<file path="src/rtl/ritmo_pkg.sv">
// Shared types and constants for the rhythm-game score keeper.
package ritmo_pkg;

   typedef enum logic [1:0] {OCIOSO, JOGANDO, FIM} estado_t;

   localparam int unsigned SCORE_W    = 20;
   localparam int unsigned COMBO_W    = 8;
   localparam int unsigned SCORE_MAX  = 999999;
   localparam int unsigned COMBO_STEP = 10;
   localparam int unsigned MULT_MAX   = 4;

endpackage

</file>
<file path="src/rtl/detector_de_borda.sv">
// Registered rising-edge detector on a lane vector; output is one cycle behind the first
// high sample of each lane.
module detector_de_borda #(
   parameter int unsigned N_LANES = 8
) (
   input  logic               clk,
   input  logic               rst_n,
   input  logic [N_LANES-1:0] nivel,
   output logic [N_LANES-1:0] borda
);

   logic [N_LANES-1:0] prev_q;
   logic [N_LANES-1:0] borda_q;

   always_ff @(posedge clk or negedge rst_n) begin
      if (!rst_n) begin
         prev_q  <= '0;
         borda_q <= '0;
      end else begin
         prev_q  <= nivel;
         borda_q <= nivel & ~prev_q;
      end
   end

   assign borda = borda_q;

endmodule

</file>
<file path="src/rtl/contador_de_pontos.sv">
// Score/combo keeper: edge-detects per-lane hits and misses and accumulates a saturating
// score scaled by a combo multiplier while the game is running.
module contador_de_pontos #(
   parameter int unsigned N_LANES    = 8,
   parameter int unsigned SCORE_MAX  = ritmo_pkg::SCORE_MAX,
   parameter int unsigned COMBO_STEP = ritmo_pkg::COMBO_STEP,
   parameter int unsigned MULT_MAX   = ritmo_pkg::MULT_MAX
) (
   input  logic                          CLOCK_25,
   input  logic                          rst_n,
   input  logic [N_LANES-1:0]            ponto,
   input  logic [N_LANES-1:0]            erro,
   input  logic                          inicio,
   input  logic                          fim_de_jogo,
   output logic [ritmo_pkg::SCORE_W-1:0] score,
   output logic [ritmo_pkg::COMBO_W-1:0] combo,
   output logic [ritmo_pkg::COMBO_W-1:0] max_combo,
   output logic [2:0]                    multiplicador,
   output logic                          jogando,
   output logic                          novo_ponto
);

   import ritmo_pkg::*;

   localparam int unsigned H_W   = $clog2(N_LANES + 1);
   localparam int unsigned ADD_W = H_W + 3;
   localparam logic [SCORE_W:0] SCORE_MAX_EXT = (SCORE_W + 1)'(SCORE_MAX);

   function automatic logic [H_W-1:0] popcount(input logic [N_LANES-1:0] v);
      logic [H_W-1:0] n;
      n = '0;
      for (int i = 0; i < N_LANES; i++) begin
         n = n + H_W'(v[i]);
      end
      return n;
   endfunction

   function automatic logic [2:0] calc_mult(input logic [COMBO_W-1:0] c);
      int unsigned q;
      q = 32'(c) / COMBO_STEP + 1;
      if (q > MULT_MAX) q = MULT_MAX;
      return 3'(q);
   endfunction

   estado_t state_q, state_d;

   logic [N_LANES-1:0] hit_e, miss_e, hit_v;
   logic [SCORE_W-1:0] score_q, score_d, score_new;
   logic [COMBO_W-1:0] combo_q, combo_d, combo_new;
   logic [COMBO_W-1:0] max_q, max_d;
   logic               novo_q, novo_d;
   logic               cap_ok_q;
   logic [H_W-1:0]     h;
   logic               m;
   logic [2:0]         mult;
   logic [ADD_W-1:0]   add;
   logic [SCORE_W:0]   soma;
   logic [COMBO_W:0]   combo_sum;
   logic               entrada, aplica;

   detector_de_borda #(.N_LANES(N_LANES)) u_borda_ponto (
      .clk   (CLOCK_25),
      .rst_n (rst_n),
      .nivel (ponto),
      .borda (hit_e)
   );

   detector_de_borda #(.N_LANES(N_LANES)) u_borda_erro (
      .clk   (CLOCK_25),
      .rst_n (rst_n),
      .nivel (erro),
      .borda (miss_e)
   );

   always_comb begin
      state_d = state_q;
      unique case (state_q)
         OCIOSO:  if (inicio) state_d = JOGANDO;
         JOGANDO: if (fim_de_jogo) state_d = FIM;
         FIM:     if (inicio) state_d = JOGANDO;
         default: state_d = OCIOSO;
      endcase
   end

   // A lane with both edges in one cycle is a miss only.
   assign hit_v = hit_e & ~miss_e;
   assign h     = popcount(hit_v);
   assign m     = |miss_e;
   assign mult  = calc_mult(combo_q);

   always_comb begin
      add       = ADD_W'(h) * ADD_W'(mult);
      soma      = (SCORE_W + 1)'(score_q) + (SCORE_W + 1)'(add);
      score_new = (soma > SCORE_MAX_EXT) ? SCORE_MAX_EXT[SCORE_W-1:0] : soma[SCORE_W-1:0];
      combo_sum = (COMBO_W + 1)'(combo_q) + (COMBO_W + 1)'(h);
      if (m) begin
         combo_new = '0;
      end else if (combo_sum[COMBO_W]) begin
         combo_new = '1;
      end else begin
         combo_new = combo_sum[COMBO_W-1:0];
      end
   end

   // Edges captured outside JOGANDO (including the entry cycle) never reach the counters.
   assign entrada = (state_d == JOGANDO) && (state_q != JOGANDO);
   assign aplica  = (state_q == JOGANDO) && cap_ok_q;

   always_comb begin
      score_d = score_q;
      combo_d = combo_q;
      max_d   = max_q;
      novo_d  = 1'b0;
      if (entrada) begin
         score_d = '0;
         combo_d = '0;
         max_d   = '0;
      end else if (aplica) begin
         score_d = score_new;
         combo_d = combo_new;
         max_d   = (combo_new > max_q) ? combo_new : max_q;
         novo_d  = (score_new != score_q);
      end
   end

   always_ff @(posedge CLOCK_25 or negedge rst_n) begin
      if (!rst_n) begin
         state_q  <= OCIOSO;
         score_q  <= '0;
         combo_q  <= '0;
         max_q    <= '0;
         novo_q   <= 1'b0;
         cap_ok_q <= 1'b0;
      end else begin
         state_q  <= state_d;
         score_q  <= score_d;
         combo_q  <= combo_d;
         max_q    <= max_d;
         novo_q   <= novo_d;
         cap_ok_q <= (state_q == JOGANDO);
      end
   end

   assign score         = score_q;
   assign combo         = combo_q;
   assign max_combo     = max_q;
   assign multiplicador = mult;
   assign jogando       = (state_q == JOGANDO);
   assign novo_ponto    = novo_q;

endmodule

</file>
<file path="config.mk">
export PLATFORM = sky130hd
export DESIGN_NAME = contador_de_pontos
export DESIGN_NICKNAME = d
export VERILOG_FILES = /design/src/rtl/ritmo_pkg.sv /design/src/rtl/detector_de_borda.sv /design/src/rtl/contador_de_pontos.sv
export SDC_FILE = /design/constraint.sdc
export NUM_CORES = 1
export LEC_CHECK = 0
export ABC_AREA = 0
export BUFFER_PORTS_ARGS = -buffer_cell sky130_fd_sc_hd__buf_2
export CAP_MARGIN = 20
export CORE_ASPECT_RATIO = 1.4
export CORE_UTILIZATION = 55
export DETAILED_ROUTE_END_ITERATION = 7
export PLACE_DENSITY = 0.76
export SLEW_MARGIN = 5
export SYNTH_ARGS = -nofsm -noshare
export SYNTH_HDL_FRONTEND = slang
export SYNTH_SLANG_ARGS = --single-unit
export TNS_END_PERCENT = 100
</file>
<file path="constraint.sdc">
create_clock -name CLOCK_25 -period 9.8 [get_ports CLOCK_25]
set_input_delay 1.96 -clock CLOCK_25 [delete_from_list [all_inputs] [get_ports CLOCK_25]]
set_output_delay 1.96 -clock CLOCK_25 [all_outputs]
set_load 0.02 [all_outputs]
</file>
==> impl_metrics.toml, run 1 <==
[power]
power_density_nw_per_um2 = 154
peakVddDrop_uv = 110
p_leak_uw = 0.00271

[die]
dieArea_sq_um = 10000
die_h_microns = 118
io_pins = 61
rows = 42
fp.coreArea_sq_um = 9410
die_x_microns = 84.9
start_util_pct = 56.3

[timing]
fmax_mhz = 114
grt_setup_unrepaired = "false"
relSlewSlack_pct = 38.3
hold_viol = 0
worst_slew_pin_slew_ns = 0.926
slew_violations = 0
period_share_pct = 89.4
setup_viol = 0
fin_tns_setup_ns = 0
holdWs_ns = 0.390
fin_skew_ns = 0.00858
post-route-min-period_ns = 8.76

[routing]
dr.first_iter.drc_count = 267
routed_via_density = 6.26
drtAntennaViolNets = 0
vias = 4754
drc_errors = 4
wl_microns = 13900
firstDrtPassIters = 8
routedWlPerCell_microns = 18.4

[logic_synthesis]
synth_top_area_share_pct = 34.0
syn_area_sq_um = 5290
synth.avg_cell_area_sq_um = 8.87
ys_types = 79
ys.warnings.count = 0
syn_nets = 657
synth_edf_count = 0
synthTopCellsByArea = "dfrtp_1, ha_1, fa_1"
yosysSeqAreaShare_pct = 34.0
synthFlopType = "dfrtp_1"
ys_ff_latch = 72
yosysTopAreaCell = "dfrtp_1"
syn_inst = 597
async_reset_ff_share_pct = 100

[cells_and_area]
mostFrequentLayoutCells = "dfrtp_1, buf_2, nand2_1"
areaGrowthSynthToFinish_pct = 11.2
nNetsFinal = 705
n_antenna_cell = 0
final_common_cell = "dfrtp_1"
layout-drive-gt1-share_pct = 15.4

[placement]
hpwlAfterDp_microns = 10200
portBuffers = 60
gp_congestion = 1.06

[global_route]
grt_usage_pct = 29.0
grt_antenna_before_repair = 0
grt_first_pass_wirelength_microns = 22700
gr-total-overflow = 0
grt_pass1_vias = 4668
grt_max_degree = 73

[status]
status = "complete, but fails checks"
violations = "design-rule violations"

[clock_tree]
insertion_delay_ns = 0.33
clockBufferDepth = 2
htreeDepth = 3
cts-resized-gates = 0
clock_sinks = 72
root_buffer = "clkbuf_16"
cts_tree = "done"
post-cts-setup-buffer-count = 0
cts_buffers = 9
holdBufCountCts = 0
clkTransAtPathRegs_ns = 0.06

[setup_path]
cp_slowest_cell = "fa_1"
crit_path_max_fanout = 18
start_kind = "flip-flop"
max_stage_delay_ns = 0.58
critPathMostFrequentCell = "ha_1"
required_ns = 10.03
critical_path.endpoint_type = "flip-flop"
path_class = "reg -> reg"
critPathArrivalTime_ns = 8.99

[flow_run]
cap_violations = 0

[hold_path]
hold_class = "reg -> reg"
synth_stat cells (all sizes together) (12+ instances only):
cell type  instances
a211oi            12
a21oi             49
and2              13
clkbuf            18
dfrtp             72
fa                12
ha                28
inv               43
nand2             51
nor2              40
nor2b             32
nor3              14
o21ai             30
xnor2             12
critical path: cells and delay by family, from the launching register on:
kind / cells / cell delay (ns)
AO/OA/AOI/OAI: 14 / 3.36
adder cells (fa/ha/maj): 5 / 2.02
buffers and inverters: 3 / 0.38
flip-flops: 1 / 0.36
AND/OR/NAND/NOR: 9 / 2.51
sequential cells by signal (all words and copies together) (netlist names):
name	cells
u_borda_ponto.prev_q	8
u_borda_erro.borda	8
u_borda_erro.prev_q	8
novo_ponto	1
u_borda_ponto.borda	8
state_q	2
score	20
max_combo	8
combo	8
cap_ok_q	1
where the power goes:
| part | internal, uW | switching, uW |
|---|---|---|
| logic | 105 | 164 |
| registers | 321 | 29.9 |
| clock network | 169 | 121 |
final cells by class:
class,instances,area (sq um)
timing repair buffer,66,345
inverter,43,161
clock inverter,4,22.5
multi-input combinational,453,3190
fill,828,3520
clock buffer,11,233
tap,110,138
sequential,72,1800
cells by family after synthesis:
group / share of synthesized area, %
AOI/OAI and AO/OA: 22.6
and+or+nand+nor: 21.1
DFF: 34.0
xor gates and xnor gates: 3.14
muxes: 1.73
adders and majority gates: 11.6
buffers and inverters: 5.77
metrics by stage:
step / instances / total power, uW / setup WS (ns) / area, sq um / util (%)
2_1_floorplan: 597 / 536 / 1.94 / 5290 / -
6_report: 759 / 909 / 1.04 / 5890 / 62.6
4_1_cts: 759 / 914 / 1.20 / 5890 / 62.6
3_3_place_gp: 744 / 611 / 1.32 / 5630 / 59.9
5_1_grt: 759 / 954 / 0.510 / 5890 / 62.6
3_5_place_dp: 744 / 618 / 1.25 / 5630 / 59.9
final timing paths:
path	start	cells past startpoint	slack, ns	end
worst max-delay path	combo[5]	31	1.04	novo_ponto
worst min-delay path	u_borda_erro.prev_q[7]	1	0.39	u_borda_erro.borda[7]
worst max register to register	combo[5]	31	1.04	novo_ponto
worst min register to register	u_borda_erro.prev_q[7]	1	0.39	u_borda_erro.borda[7]
max in group asynchronous	rst_n	2	7.35	score[15]
min in group asynchronous	rst_n	2	1.85	u_borda_ponto.prev_q[7]
per-layer routing:
metal  vias to the layer above  track usage [%]  share of wire, %
li1                       2238                -                 -
met1                      2313             33.8                39
met2                       158             50.8                52
met3                        45             3.30               4.1
met4                         0             17.5               5.1
met5                         -                0                 0
No activity file was read; power rests on OpenSTA's default activity.
==> inputs of run 2 (changes only) <==
--- a/config.mk
+++ b/config.mk
@@ -11,8 +11,8 @@
 export CORE_ASPECT_RATIO = 1.4
 export CORE_UTILIZATION = 55
 export DETAILED_ROUTE_END_ITERATION = 7
+export GPL_TIMING_DRIVEN = 0
 export PLACE_DENSITY = 0.76
-export SLEW_MARGIN = 5
 export SYNTH_ARGS = -nofsm -noshare
 export SYNTH_HDL_FRONTEND = slang
 export SYNTH_SLANG_ARGS = --single-unit
==> impl_metrics.toml, run 2 (same netlist as run 1, synthesis figures left out) <==
[global_route]
grt-busiest-layer = "met2"
grt_pass1_vias = 4879
use_met3_pct = 3.93
grt_antenna_before_repair = 0
grt_first_pass_wirelength_microns = 22900
gr-total-overflow = 0
grt_max_degree = 73
met1_usage_pct = 32.6
use_met2_pct = 51.4
grt_usage_pct = 29.4

[setup_path]
crit_end = "score[16]"
required_ns = 10.03
max_stage_delay_ns = 0.50
critPathMostFrequentCell = "nor2_1"
path_delay_family = "compound AO/OA/AOI/OAI gates"
r2r_slack_ns = 1.03
rr_worst_depth = 33
r2r_end = "score[16]"
path_class = "reg -> reg"
start_kind = "flip-flop"
path_buf_inv = 5
crit_path_max_fanout = 10
startpoint = "combo[5]"
critPathArrivalTime_ns = 9.00
critical_path.endpoint_type = "flip-flop"
cp_slowest_cell = "fa_1"
timing.rr.start = "combo[5]"
cp.depth = 33

[clock_tree]
cts_buffers = 9
cts_tree = "done"
clock_sinks = 72
insertion_delay_ns = 0.33
holdBufCountCts = 0
clockBufferDepth = 2
post-cts-setup-buffer-count = 0
root_buffer = "clkbuf_16"
htreeDepth = 3
clkTransAtPathRegs_ns = 0.06
cts-resized-gates = 0

[routing]
routedWlPerCell_microns = 18.0
drc_errors = 4
dr.first_iter.drc_count = 218
wl_microns = 14100
firstDrtPassIters = 7
routed_via_density = 6.23
drtAntennaViolNets = 0
vias = 4875

[die]
die_x_microns = 84.9
die_h_microns = 118
start_util_pct = 56.3
dieArea_sq_um = 10000
rows = 42
fp.coreArea_sq_um = 9410
io_pins = 61

[timing]
fin_skew_ns = 0.00587
setup_viol = 0
period_share_pct = 89.5
holdWs_ns = 0.386
hold_viol = 0
fmax_mhz = 114
worst_slew_pin_slew_ns = 0.916
fin_tns_setup_ns = 0
relSlewSlack_pct = 39.0
post-route-min-period_ns = 8.77
grt_setup_unrepaired = "false"
slew_violations = 0

[hold_path]
holdCritStartpoint = "u_borda_ponto.prev_q[3]"
hold_class = "reg -> reg"

[power]
power.switching_uw = 314
power_density_nw_per_um2 = 156
p_int_uw = 627
p_leak_uw = 0.00277
p_seq_share_pct = 37.0
power.total_uw = 941
sw_frac_of_total_pct = 33.4
p_clk_share_pct = 34.5
p_comb_share_pct = 28.5
peakVddDrop_uv = 109

[cells_and_area]
layout-drive-gt1-share_pct = 15.5
design_area_sq_um = 6020
areaGrowthSynthToFinish_pct = 13.8
n_antenna_cell = 0
final_common_cell = "dfrtp_1"
mostFrequentLayoutCells = "dfrtp_1, buf_2, nand2_1"
largest_reg_flops = 20
final_core_util_pct = 64.0
nNetsFinal = 728

[placement]
portBuffers = 60
gp_congestion = 1.04
hpwlAfterDp_microns = 10600
placed_area_sq_um = 5730

[status]
violations = "design-rule violations"
status = "complete, but fails checks"

[flow_run]
cap_violations = 0
## run 2: cell count changes in the layout (fill, tap and decap cells not counted), moves of 2 or more
cell	previous run	this run
buf_4	6	3
buf_2	60	63
clkbuf_1	2	19
buf_6	0	3
buf_1	0	2
## run 2: final cells by class
class | instances | area [sq um]
multi-input combinational | 453 | 3190
clock buffer | 11 | 243
sequential | 72 | 1800
tap | 110 | 138
buffer | 29 | 144
timing repair buffer | 60 | 303
clock inverter | 4 | 45.0
inverter | 43 | 161
fill | 795 | 3390
## run 2: worst min-delay path by stage
stage | slack (ns) | depth (start not counted) | end
6_report | 0.39 | 1 | u_borda_ponto.borda[3]
5_1_grt | 0.40 | 1 | u_borda_erro.borda[6]
4_1_cts | 0.39 | 1 | u_borda_ponto.borda[3]
3_5_place_dp | 0.38 | 1 | u_borda_ponto.borda[0]
3_3_place_gp | 0.38 | 1 | u_borda_ponto.borda[0]
2_1_floorplan | 0.38 | 1 | u_borda_erro.borda[0]
## run 2: layer usage
metal / up-vias / share of wire [%]
met5: - / 0
met2: 137 / 52
li1: 2290 / -
met4: 0 / 5.6
met1: 2395 / 39
met3: 53 / 3.5
## run 2: metrics by stage
step | cells | setup slack [ns]
2_1_floorplan | 597 | 1.94
3_3_place_gp | 767 | 1.29
3_5_place_dp | 767 | 1.19
4_1_cts | 782 | 1.12
5_1_grt | 782 | 0.441
6_report | 782 | 1.03
## run 2: power groups by stage
stage | Combinational [uW] | Clock, uW | Sequential [uW]
after floorplan | 175 | 0 | 361
after global placement | 260 | 0 | 351
after detailed placement | 265 | 0 | 353
after CTS | 268 | 330 | 348
after global routing | 297 | 341 | 351
final | 268 | 324 | 348
